`src/rtl/ir_nec_send.sv`:
```
// NEC infrared transmitter: leader, 32 data bits (MSB first), stop mark and frame gap,
// with a 38 kHz carrier on o_ir and an active-low envelope on o_env_n. Repeat codes: IR_NEC_SEND_REPEAT_EN.
//
// state       | meaning
// ------------+-----------------------------------------------------------
// S_IDLE      | waiting for i_start, counters held at zero
// S_LEAD_MARK | 9 ms leader mark, frame timer restarts here
// S_LEAD_SPACE| 4.5 ms leader space
// S_BIT_MARK  | 560 us mark preceding every data bit
// S_BIT_SPACE | 560 us (bit 0) or 1690 us (bit 1) space, then shift
// S_STOP_MARK | 560 us trailing mark
// S_GAP       | space until 110 ms after leader start
// S_REP_MARK  | 9 ms repeat-code mark (repeat build only)
// S_REP_SPACE | 2.25 ms repeat-code space (repeat build only)
// S_REP_STOP  | 560 us repeat-code stop mark (repeat build only)
module ir_nec_send #(
    parameter int CLK_DIV       = 50,
    parameter int CARRIER_DIV   = 1316,
    parameter int CARRIER_HIGH  = 439,
    parameter int LEAD_MARK_US  = 9000,
    parameter int LEAD_SPACE_US = 4500,
    parameter int BIT_MARK_US   = 560,
    parameter int ZERO_SPACE_US = 560,
    parameter int ONE_SPACE_US  = 1690,
    parameter int STOP_MARK_US  = 560,
    parameter int REP_SPACE_US  = 2250,
    parameter int FRAME_US      = 110000
) (
    input  logic        i_clk,
    input  logic        i_rst_n,
    input  logic        i_start,
    input  logic [31:0] i_data,
    output logic        o_ir,
    output logic        o_env_n,
    output logic        o_busy,
    output logic        o_done
);

    localparam int PW = (CLK_DIV > 1) ? $clog2(CLK_DIV) : 1;
    localparam int CW = (CARRIER_DIV > 1) ? $clog2(CARRIER_DIV) : 1;

    localparam logic [PW-1:0] PRESC_LAST  = PW'(CLK_DIV - 1);
    localparam logic [CW-1:0] CARR_LAST   = CW'(CARRIER_DIV - 1);
    localparam logic [CW-1:0] CARR_HIGH   = CW'(CARRIER_HIGH);
    localparam logic [16:0]   FRAME_LAST  = 17'(FRAME_US - 1);
    localparam logic [13:0]   T_LEAD_MARK  = 14'(LEAD_MARK_US);
    localparam logic [13:0]   T_LEAD_SPACE = 14'(LEAD_SPACE_US);
    localparam logic [13:0]   T_BIT_MARK   = 14'(BIT_MARK_US);
    localparam logic [13:0]   T_ZERO_SPACE = 14'(ZERO_SPACE_US);
    localparam logic [13:0]   T_ONE_SPACE  = 14'(ONE_SPACE_US);
    localparam logic [13:0]   T_STOP_MARK  = 14'(STOP_MARK_US);
    localparam logic [13:0]   T_REP_SPACE  = 14'(REP_SPACE_US);

    typedef enum logic [3:0] {
        S_IDLE       = 4'd0,
        S_LEAD_MARK  = 4'd1,
        S_LEAD_SPACE = 4'd2,
        S_BIT_MARK   = 4'd3,
        S_BIT_SPACE  = 4'd4,
        S_STOP_MARK  = 4'd5,
        S_GAP        = 4'd6,
        S_REP_MARK   = 4'd7,
        S_REP_SPACE  = 4'd8,
        S_REP_STOP   = 4'd9
    } state_t;

    state_t       state, state_nxt;
    logic [31:0]  shreg, shreg_nxt;
    logic [4:0]   bit_cnt, bit_cnt_nxt;
    logic [PW-1:0] presc, presc_nxt;
    logic [13:0]  dur, dur_nxt;
    logic [16:0]  frame, frame_nxt;
    logic [CW-1:0] carr, carr_nxt;
    logic [13:0]  dur_limit;
    logic         tick, seg_end, frame_end, entering;
    logic         ir_nxt, env_n_nxt, busy_nxt, done_nxt;

    function automatic logic is_mark(input state_t s);
`ifdef IR_NEC_SEND_REPEAT_EN
        return (s == S_LEAD_MARK) || (s == S_BIT_MARK) || (s == S_STOP_MARK) ||
               (s == S_REP_MARK)  || (s == S_REP_STOP);
`else
        return (s == S_LEAD_MARK) || (s == S_BIT_MARK) || (s == S_STOP_MARK);
`endif
    endfunction

    always_comb begin
        dur_limit = T_BIT_MARK;
        case (state)
            S_LEAD_MARK:  dur_limit = T_LEAD_MARK;
            S_LEAD_SPACE: dur_limit = T_LEAD_SPACE;
            S_BIT_MARK:   dur_limit = T_BIT_MARK;
            S_BIT_SPACE:  dur_limit = shreg[31] ? T_ONE_SPACE : T_ZERO_SPACE;
            S_STOP_MARK:  dur_limit = T_STOP_MARK;
`ifdef IR_NEC_SEND_REPEAT_EN
            S_REP_MARK:   dur_limit = T_LEAD_MARK;
            S_REP_SPACE:  dur_limit = T_REP_SPACE;
            S_REP_STOP:   dur_limit = T_STOP_MARK;
`endif
            default:      dur_limit = T_BIT_MARK;
        endcase
    end

    assign tick      = (presc == PRESC_LAST);
    assign seg_end   = tick && (dur == (dur_limit - 14'd1));
    assign frame_end = tick && (frame == FRAME_LAST);

    always_comb begin
        state_nxt   = state;
        shreg_nxt   = shreg;
        bit_cnt_nxt = bit_cnt;
        case (state)
            S_IDLE: begin
                if (i_start) begin
                    shreg_nxt   = i_data;
                    bit_cnt_nxt = '0;
                    state_nxt   = S_LEAD_MARK;
                end
            end
            S_LEAD_MARK:  if (seg_end) state_nxt = S_LEAD_SPACE;
            S_LEAD_SPACE: if (seg_end) state_nxt = S_BIT_MARK;
            S_BIT_MARK:   if (seg_end) state_nxt = S_BIT_SPACE;
            S_BIT_SPACE: begin
                if (seg_end) begin
                    shreg_nxt   = {shreg[30:0], 1'b0};
                    bit_cnt_nxt = bit_cnt + 5'd1;
                    state_nxt   = (bit_cnt == 5'd31) ? S_STOP_MARK : S_BIT_MARK;
                end
            end
            S_STOP_MARK:  if (seg_end) state_nxt = S_GAP;
            S_GAP: begin
                // o_done is registered one cycle ahead, so it already carries the repeat decision
                if (frame_end) begin
`ifdef IR_NEC_SEND_REPEAT_EN
                    state_nxt = o_done ? S_IDLE : S_REP_MARK;
`else
                    state_nxt = S_IDLE;
`endif
                end
            end
`ifdef IR_NEC_SEND_REPEAT_EN
            S_REP_MARK:   if (seg_end) state_nxt = S_REP_SPACE;
            S_REP_SPACE:  if (seg_end) state_nxt = S_REP_STOP;
            S_REP_STOP:   if (seg_end) state_nxt = S_GAP;
`endif
            default:      state_nxt = S_IDLE;
        endcase
    end

    assign entering = (state_nxt != state);

    always_comb begin
        presc_nxt = '0;
        dur_nxt   = '0;
        frame_nxt = '0;
        carr_nxt  = '0;
        if (state_nxt != S_IDLE) begin
            if (!entering) begin
                presc_nxt = tick ? '0 : presc + 1'b1;
                dur_nxt   = (tick && state != S_GAP) ? dur + 14'd1 : dur;
            end
            if (!(entering && (state_nxt == S_LEAD_MARK || state_nxt == S_REP_MARK)))
                frame_nxt = tick ? frame + 17'd1 : frame;
            if (is_mark(state_nxt) && !entering)
                carr_nxt = (carr == CARR_LAST) ? '0 : carr + 1'b1;
        end
    end

    // Outputs are computed from next-cycle values so they can all be registered.
    always_comb begin
        done_nxt  = (state_nxt == S_GAP) && (frame_nxt == FRAME_LAST) && (presc_nxt == PRESC_LAST);
`ifdef IR_NEC_SEND_REPEAT_EN
        done_nxt  = done_nxt && !i_start;
`endif
        busy_nxt  = (state_nxt != S_IDLE) && !done_nxt;
        env_n_nxt = !is_mark(state_nxt);
        ir_nxt    = is_mark(state_nxt) && (carr_nxt < CARR_HIGH);
    end

    always_ff @(posedge i_clk or negedge i_rst_n) begin
        if (!i_rst_n) begin
            state   <= S_IDLE;
            shreg   <= '0;
            bit_cnt <= '0;
            presc   <= '0;
            dur     <= '0;
            frame   <= '0;
            carr    <= '0;
            o_ir    <= 1'b0;
            o_env_n <= 1'b1;
            o_busy  <= 1'b0;
            o_done  <= 1'b0;
        end else begin
            state   <= state_nxt;
            shreg   <= shreg_nxt;
            bit_cnt <= bit_cnt_nxt;
            presc   <= presc_nxt;
            dur     <= dur_nxt;
            frame   <= frame_nxt;
            carr    <= carr_nxt;
            o_ir    <= ir_nxt;
            o_env_n <= env_n_nxt;
            o_busy  <= busy_nxt;
            o_done  <= done_nxt;
        end
    end

endmodule

```
`config.mk`:
```
export PLATFORM = sky130hd
export DESIGN_NAME = ir_nec_send
export DESIGN_NICKNAME = d
export VERILOG_FILES = /design/src/rtl/ir_nec_send.sv
export SDC_FILE = /design/constraint.sdc
export NUM_CORES = 1
export LEC_CHECK = 0
export CAP_MARGIN = 25
export CORE_AREA = 2 2 111 113
export CTS_BUF_LIST = sky130_fd_sc_hd__clkbuf_8
export DETAILED_ROUTE_END_ITERATION = 12
export DIE_AREA = 0 0 113 115
export DONT_BUFFER_PORTS = 1
export PLACE_DENSITY = 0.74
export SETUP_SLACK_MARGIN = 0.02
export SLEW_MARGIN = 20
export SYNTH_ARGS = -nofsm -noshare
export SYNTH_HDL_FRONTEND = slang
export SYNTH_SLANG_ARGS = --single-unit
```
`constraint.sdc`:
```
create_clock -name i_clk -period 3.55 [get_ports i_clk]
set_input_delay 0.1775 -clock i_clk [delete_from_list [all_inputs] [get_ports i_clk]]
set_output_delay 0.1775 -clock i_clk [all_outputs]
set_load 0.02 [all_outputs]
```
==> summary.txt, run 1 <==
Outcome
  – Outcome: complete, but fails checks
  – Violated checks: design-rule violations

Worst setup path
  – CP max stage delay: approximately 440 ps
  – Slowest cell on crit path: dfrtp_1
  – Critical path type: reg2reg
  – RR Endpoint: dur[9]$_DFFE_PN0P_
  – Worst r2r src: state[1]$_DFF_PN0_
  – Reg2Reg Depth: 12
  – Worst Path Required: ~3800 ps
  – CP startpoint kind: flip-flop
  – CP dominant cell by count: buf_4
  – Critical Path AT: roughly 3700 ps
  – Reg-to-reg setup timing slack: ~150 ps
  – Critical Path Sink Type: flip-flop
  – CP max FO: 14
  – CP Cell Sequence: buf_4 -> nor4b_4 -> inv_1 -> ha_1 -> xnor2_1 -> nor4b_2 -> and4_4 -> nand4_4 -> o32a_1 -> o211a_4 -> buf_4 -> a211oi_1

STA
  – Setup violation total in the final timing report: 0
  – Final Max Tran Viols: 0
  – Fin crit period: roughly 3400 ps
  – Worst hold slack: ~21 ps
  – Worst-Margin Slew: 640 ps
  – RSZ-0062 raised after global routing: no
  – Fin crit share: a little over nine tenths
  – Final WS setup: between 100 and 150 ps
  – Final worst clock skew: 15.2 ps
  – Fmax: between 0.2 and 0.3 GHz
  – Endpoints failing hold: 0
  – Slew Limit Headroom: 57.0%

GRT
  – Largest net degree at the start of global routing: 94
  – Final global-route overflow total: 0
  – M1 GR Usage: a little over a quarter
  – GRT Resource Usage Total: between 20% and 30%
  – Vias in the first global route: around 4600
  – First-pass GRT wire length: between 20000 and 25000 um
  – GR met2 Demand/Resource: around a third
  – Antenna violations before repair: 0
  – Met3 GRT Util: between 5 and 6%
  – Busiest grt layer: met2

Clock tree
  – Cts bufs inserted: 9
  – Clock latency at the later pin of the worst-skew pair: a little under 400 ps
  – Sink Count: 93
  – CTS tree: yes
  – Root buf cell: clkbuf_8
  – H-Tree Depth: 3
  – Worst-path clk slew: between 100 and 150 ps
  – CTS max path bufs: 2

Finish
  – N_diodes: 0
  – Net count, final: between 600 and 700
  – Post-route insts no fill: ~800
  – Final Util: 53.8%
  – Share of post-route cells with drive strength above 1: between 10 and 15%
  – Area Growth Syn to Fin: 16.3%
  – Number of fill cells in the layout: 1019
  – Most frequent cells in the layout: 90 x nand2_1, 90 x dfrtp_1, 66 x nor2_1

Route
  – DR iter-0 viols: around 340
  – Routed Antenna Nets: 0
  – DR vias: roughly 4700
  – DRT Wirelength: between 10000 and 15000 um
  – Drt wl/cell: roughly 16 um
  – First-pass DRT Iterations: 10
  – Residual DRC: 7
  – Avg Vias per Cell: between 5 and 6

Floorplanning
  – Die area: between 10000 and 15000 um^2
  – Die width: 113 um
  – Rows: 40
  – I/O Pins: 39
  – Total core area: about 12000 um^2
  – Initial Util: between 40% and 50%
  – DIE HEIGHT: between 100 and 150 um

Placed design
  – Final GP Congestion: roughly 0.9
  – Buffers on Ports: 0
  – Dpl ws: -24.8 ps
  – Post-detail-place hpwl: around 8500 um
  – Post-placement cell count: 744

Min path
  – Min-delay src: i_start
  – Hold Path Class: in2reg
  – Hold Crit Endpoint: bit_cnt[3]$_DFFE_PN0P_
  – Worst hold stages: 2

Logic synthesis
  – Asr flop ratio synth: 100%
  – Ys Warns: 0
  – Syn_nets: approximately 660
  – Number of synthesized flops with an enable pin: 0
  – Mapped Area: approximately 5500 um^2
  – Synth cell types: 70
  – #FFs+latches synth: a little over 90
  – Sequential cell area fraction in the yosys report: a little over two fifths
  – Synth Instances: ~620
  – Syn_area_per_cell: between 8 and 9 um^2
  – Post-synth top flop: dfrtp_1

Power and ir drop
  – Power density over the cells: around 340 nW/um^2
  – Max IR drop VDD: roughly 0.20 mV
  – Lkg Pwr: between 2 and 3 nW

Run
  – Max Cap Viol: 0
## sequential cells by signal, indices dropped and copies added, names as in the netlist
| signal | cells |
|---|---|
| presc | 6 |
| o_done | 1 |
| frame | 17 |
| o_env_n | 1 |
| bit_cnt | 5 |
| state | 4 |
| o_busy | 1 |
| carr | 11 |
| dur | 14 |
| shreg | 32 |
| o_ir | 1 |
## logic make-up (layout without fill, tap and decap cells)
logic type               count (synthesis)  in the layout  synth area share (%)
other                                    1              1                0.0686
XOR/XNOR                                49             49                  7.85
adder cells (fa/ha/maj)                  8              8                  1.83
AO/OA/AOI/OAI                          136            136                  16.6
flip-flops                              93             93                  42.6
AND/OR/NAND/NOR                        272            272                  26.1
multiplexers                             5              5                 0.938
buffers and inverters                   54             93                  4.05
## what timing repair did
| action | in CTS | in global routing |
|---|---|---|
| hold endpoints to repair | 125 | 0 |
| gates resized for setup | 2 | 11 |
| hold buffers | 34 | 0 |
| setup buffers | 0 | 10 |
| pin swaps | 1 | 6 |
| setup endpoints to repair | 5 | 33 |
| gates cloned | 0 | 0 |
## synthesized netlist by cell type, types with 9 or more instances
cell type  instances  area [um^2]
nand2_1           90          338
nor3_1            10         50.1
nand4_1           14         87.6
inv_1             14         52.6
nor2_1            66          248
a211oi_1          19          143
clkbuf_1          29          109
nand3_1           22          110
a31oi_1           34          213
xnor2_1           27          236
o21ai_0           13         65.1
xor2_1            22          193
a21oi_1           38          190
and3_1             9         56.3
nand2b_1          10         62.6
dfrtp_1           92         2300
## worst max-delay path, delay by kind of cell, from the launching register on
kind / cells / cell delay (ps)
flops: 1 / 440
buf+inv: 3 / 460
compound gates: 3 / 990
xor+xnor: 1 / 140
simple gates: 4 / 990
fa+ha+maj: 1 / 290
## report_power, final
part	switching (W)	internal [W]
Sequential	0.0000558	0.00113
Clock	0.000434	0.000282
Combinational	0.000133	0.000105
## layer usage
metal,vias up,wire length [um]
met5,-,0
met3,19,656
met4,0,161
li1,2265,-
met1,2311,5750
met2,129,6500
## per-stage QoR
| stage | setup TNS, ps | total power [W] | instance area (um^2) |
|---|---|---|---|
| floorplan | 0 | 0.00133 | 5480 |
| global placement | 0 | 0.00137 | 5650 |
| detailed placement | -24.8 | 0.00138 | 5670 |
| CTS | 0 | 0.00215 | 6230 |
| global route | 0 | 0.00225 | 6360 |
| finish | 0 | 0.00214 | 6360 |
## cell type report
| cell class | instances | area [um^2] | share of cell area [%] |
|---|---|---|---|
| multi-input cells | 471 | 3000 | 47.1 |
| well taps | 147 | 184 | 2.89 |
| clock buffers | 9 | 124 | 1.95 |
| flip-flops and latches | 93 | 2330 | 36.7 |
| inverters | 14 | 52.6 | 0.826 |
| repair buffers | 63 | 596 | 9.36 |
| clock inverters | 7 | 77.6 | 1.22 |
## worst max-delay path by stage
stage / startpoint / to / slack, ps / cells past startpoint
6_report: state[1]$_DFF_PN0_ / dur[9]$_DFFE_PN0P_ / 150 / 12
5_1_grt: state[1]$_DFF_PN0_ / dur[4]$_DFFE_PN0P_ / 30 / 12
4_1_cts: state[0]$_DFF_PN0_ / dur[9]$_DFFE_PN0P_ / 20 / 11
3_5_place_dp: state[0]$_DFF_PN0_ / presc[1]$_DFF_PN0_ / -20 / 10
3_3_place_gp: state[0]$_DFF_PN0_ / dur[13]$_DFFE_PN0P_ / 270 / 11
2_1_floorplan: state[0]$_DFF_PN0_ / presc[0]$_DFF_PN0_ / 40 / 14
Power figures use the tool's default switching activity.
==> run 2: changes to the inputs <==
RECOVER_POWER = 100   (was unset)
clock period = 3 ns   (was 3.55 ns; I/O delays follow)
==> summary.txt, run 2 (same netlist as run 1, synthesis figures left out) <==
Outcome
  – Outcome: complete, but fails checks
  – Violated checks: design-rule violations, max-capacitance violations, max-slew violations, negative setup slack

Worst setup path
  – CP max FO: 5 (-9)
  – CP startpoint kind: flip-flop
  – Critical Path Start: state[0]$_DFF_PN0_
  – RR Endpoint: dur[4]$_DFFE_PN0P_
  – Worst Path Required: 3290 ps (-550 ps)
  – Reg2Reg Depth: 13 (+1)
  – Critical Path AT: 3500 ps (-200 ps)
  – Reg-to-reg setup timing slack: -220 ps (-370 ps)
  – Critical path type: reg2reg
  – Critical Path Sink Type: flip-flop
  – Worst r2r src: state[0]$_DFF_PN0_
  – Worst setup endpoint: dur[4]$_DFFE_PN0P_

Clock tree
  – Clock latency at the later pin of the worst-skew pair: 380 ps (about the same)
  – Worst-path clk slew: 100 ps (about the same)
  – H-Tree Depth: 3 (unchanged)
  – Sink Count: 93 (unchanged)
  – CTS tree: yes
  – Root buf cell: clkbuf_8
  – CTS max path bufs: 2 (unchanged)
  – Cts bufs inserted: 9 (unchanged)

Power and ir drop
  – Lkg Pwr: 2.90 nW (+13%)
  – Power density over the cells: 365 nW/um^2 (+8.2%)
  – Max IR drop VDD: 0.233 mV (+18%)
  – Overall Power: 0.00264 W (+23%)

Floorplanning
  – DIE HEIGHT: 115 um (unchanged)
  – Rows: 40 (unchanged)
  – Die area: 13000 um^2 (unchanged)
  – Initial Util: 46.3% (unchanged)
  – I/O Pins: 39 (unchanged)
  – Total core area: 11800 um^2 (unchanged)
  – Die width: 113 um (unchanged)

Finish
  – Most frequent cells in the layout: 90 x dfrtp_1, 89 x nand2_1, 48 x nor2_1
  – Largest Register: shreg
  – Number of fill cells in the layout: 879 (-14%)
  – Share of post-route cells with drive strength above 1: 25.2% (+14 points)
  – Finished Cell Area: 7240 um^2 (+14%)
  – Top Registers: shreg x32, frame x17, dur x14
  – Max reg flops: 32 (unchanged)
  – Commonest non-fill, non-tap cell in the layout: dfrtp_1
  – Area Growth Syn to Fin: 32.4%
  – Register area: 2330 um^2 (unchanged)
  – Post-route insts no fill: 841 (+4.6%)
  – Final Util: 61.3% (+7.5 points)
  – N_diodes: 0 (unchanged)
  – Footprint of the multi-input gates: 3330 um^2 (+11%)
  – Net count, final: 732 (+5.3%)

GRT
  – GRT Resource Usage Total: 21.6% (+1.1 points)
  – Final global-route overflow total: 0 (unchanged)
  – First-pass GRT wire length: 23000 um (+6.2%)
  – Antenna violations before repair: 0 (unchanged)
  – Vias in the first global route: 4838 (+6.1%)
  – Largest net degree at the start of global routing: 94 (unchanged)

Run
  – Max Cap Viol: 1 (+1)

Route
  – Routed Antenna Nets: 0 (unchanged)
  – DRT Wirelength: 15200 um (+16%)
  – DR iter-0 viols: 335 (-1.2%)
  – First-pass DRT Iterations: 9 (-1)
  – Avg Vias per Cell: 6.01 (+2.3%)
  – DR vias: 5056 (+7.0%)
  – Residual DRC: 4 (-3)
  – Drt wl/cell: 18.1 um (+11%)

STA
  – Final WS setup: -218 ps (-365 ps)
  – Slew Limit Headroom: -53.3% (-110 points)
  – Fin crit period: 3220 ps (-185 ps)
  – Fin crit share: 107% (+11 points)
  – Setup violation total in the final timing report: 70 (+70)
  – Final worst clock skew: 14.9 ps (-0.255 ps)
  – Worst hold slack: 22.6 ps (+1.60 ps)
  – Fmax: 0.311 GHz (+5.7%)
  – RSZ-0062 raised after global routing: yes
  – Worst-Margin Slew: 2300 ps (+1660 ps)
  – Final Max Tran Viols: 94 (+94)
  – Endpoints failing hold: 0 (unchanged)

Placed design
  – Buffers on Ports: 0 (unchanged)
  – Post-placement cell count: 764 (+2.7%)
  – Post-detail-place hpwl: 8890 um (+5.0%)
  – Final GP Congestion: 0.907 (-0.53%)
  – Placed cell areas: 5940 um^2 (+4.7%)

Min path
  – Worst hold stages: 2 (unchanged)
  – Hold Path Class: in2reg
==> run 2: cell count changes in the layout (fill, tap and decap cells not counted), moves of 3 or more <==
| cell | delta |
|---|---|
| a211oi_1 | -13 |
| a211oi_2 | +12 |
| a21oi_1 | -19 |
| a21oi_2 | +17 |
| buf_12 | +7 |
| buf_4 | +10 |
| buf_6 | +9 |
| clkbuf_16 | +8 |
| inv_8 | -3 |
| nor2_1 | -18 |
| nor2_2 | +18 |
==> run 2: timing repair <==
item / CTS / global route
gates resized for setup: 40 / 53
cloned: 4 / 9
buffers inserted: 3 / 12
hold buffers: 34 / 0
endpoints found under the hold margin: 125 / 0
pin swaps: 15 / 10
endpoints found under the setup margin: 65 / 74
==> run 2: layout make-up <==
cell class / count / area share (%)
flip-flops and latches: 93 / 32.2
repair buffers: 100 / 16.1
well taps: 147 / 2.54
inverters: 14 / 0.726
clock inverters: 7 / 0.812
multi-input cells: 471 / 45.9
clock buffers: 9 / 1.71
==> run 2: worst min path at each step <==
stage | from | endpoint | slack [ps]
global route | i_start | bit_cnt[3]$_DFFE_PN0P_ | 30
CTS | i_start | bit_cnt[3]$_DFFE_PN0P_ | 7
floorplan | i_rst_n | bit_cnt[0]$_DFFE_PN0P_ | -150
global placement | i_rst_n | dur[9]$_DFFE_PN0P_ | -140
detailed placement | i_rst_n | dur[10]$_DFFE_PN0P_ | -140
finish | i_start | bit_cnt[3]$_DFFE_PN0P_ | 20
==> run 2: critical path, cell delays in order, from the launching register on <==
cell       delay [ps]
dfrtp_2           460
nor4b_4           360
nand2_4            90
ha_4              250
xnor2_4           130
nor4b_4           240
and4_4            290
nand4_4            90
buf_6             140
o211ai_1          220
nand4_1           260
buf_4             230
clkbuf_16         150
a211oi_2          210
==> run 2: report_power, final <==
| group | total, W | switching [W] | leakage, nW | internal [W] |
|---|---|---|---|---|
| Combinational | 0.000407 | 0.000208 | 1.61 | 0.000199 |
| Clock | 0.000820 | 0.000504 | 0.0979 | 0.000317 |
| Sequential | 0.00141 | 0.0000706 | 1.18 | 0.00134 |
| Total | 0.00264 | 0.000782 | 2.90 | 0.00186 |
==> run 2: metal layers <==
layer,GRT usage [%],share of wire (%),vias to the layer above,wire (um)
li1,-,-,2346,-
met1,28.3,41,2485,6280
met2,36.7,51,185,7730
met3,3.58,5.5,40,838
met4,7.40,2.3,0,348
met5,0,0,-,0
==> run 2: per-stage QoR <==
step / setup TNS [ps] / worst slack [ps]
5_1_grt: -14140 / -298
4_1_cts: -2690 / -133
3_3_place_gp: -1270 / -80.0
3_5_place_dp: -8190 / -330
2_1_floorplan: -7690 / -266
6_report: -6410 / -218
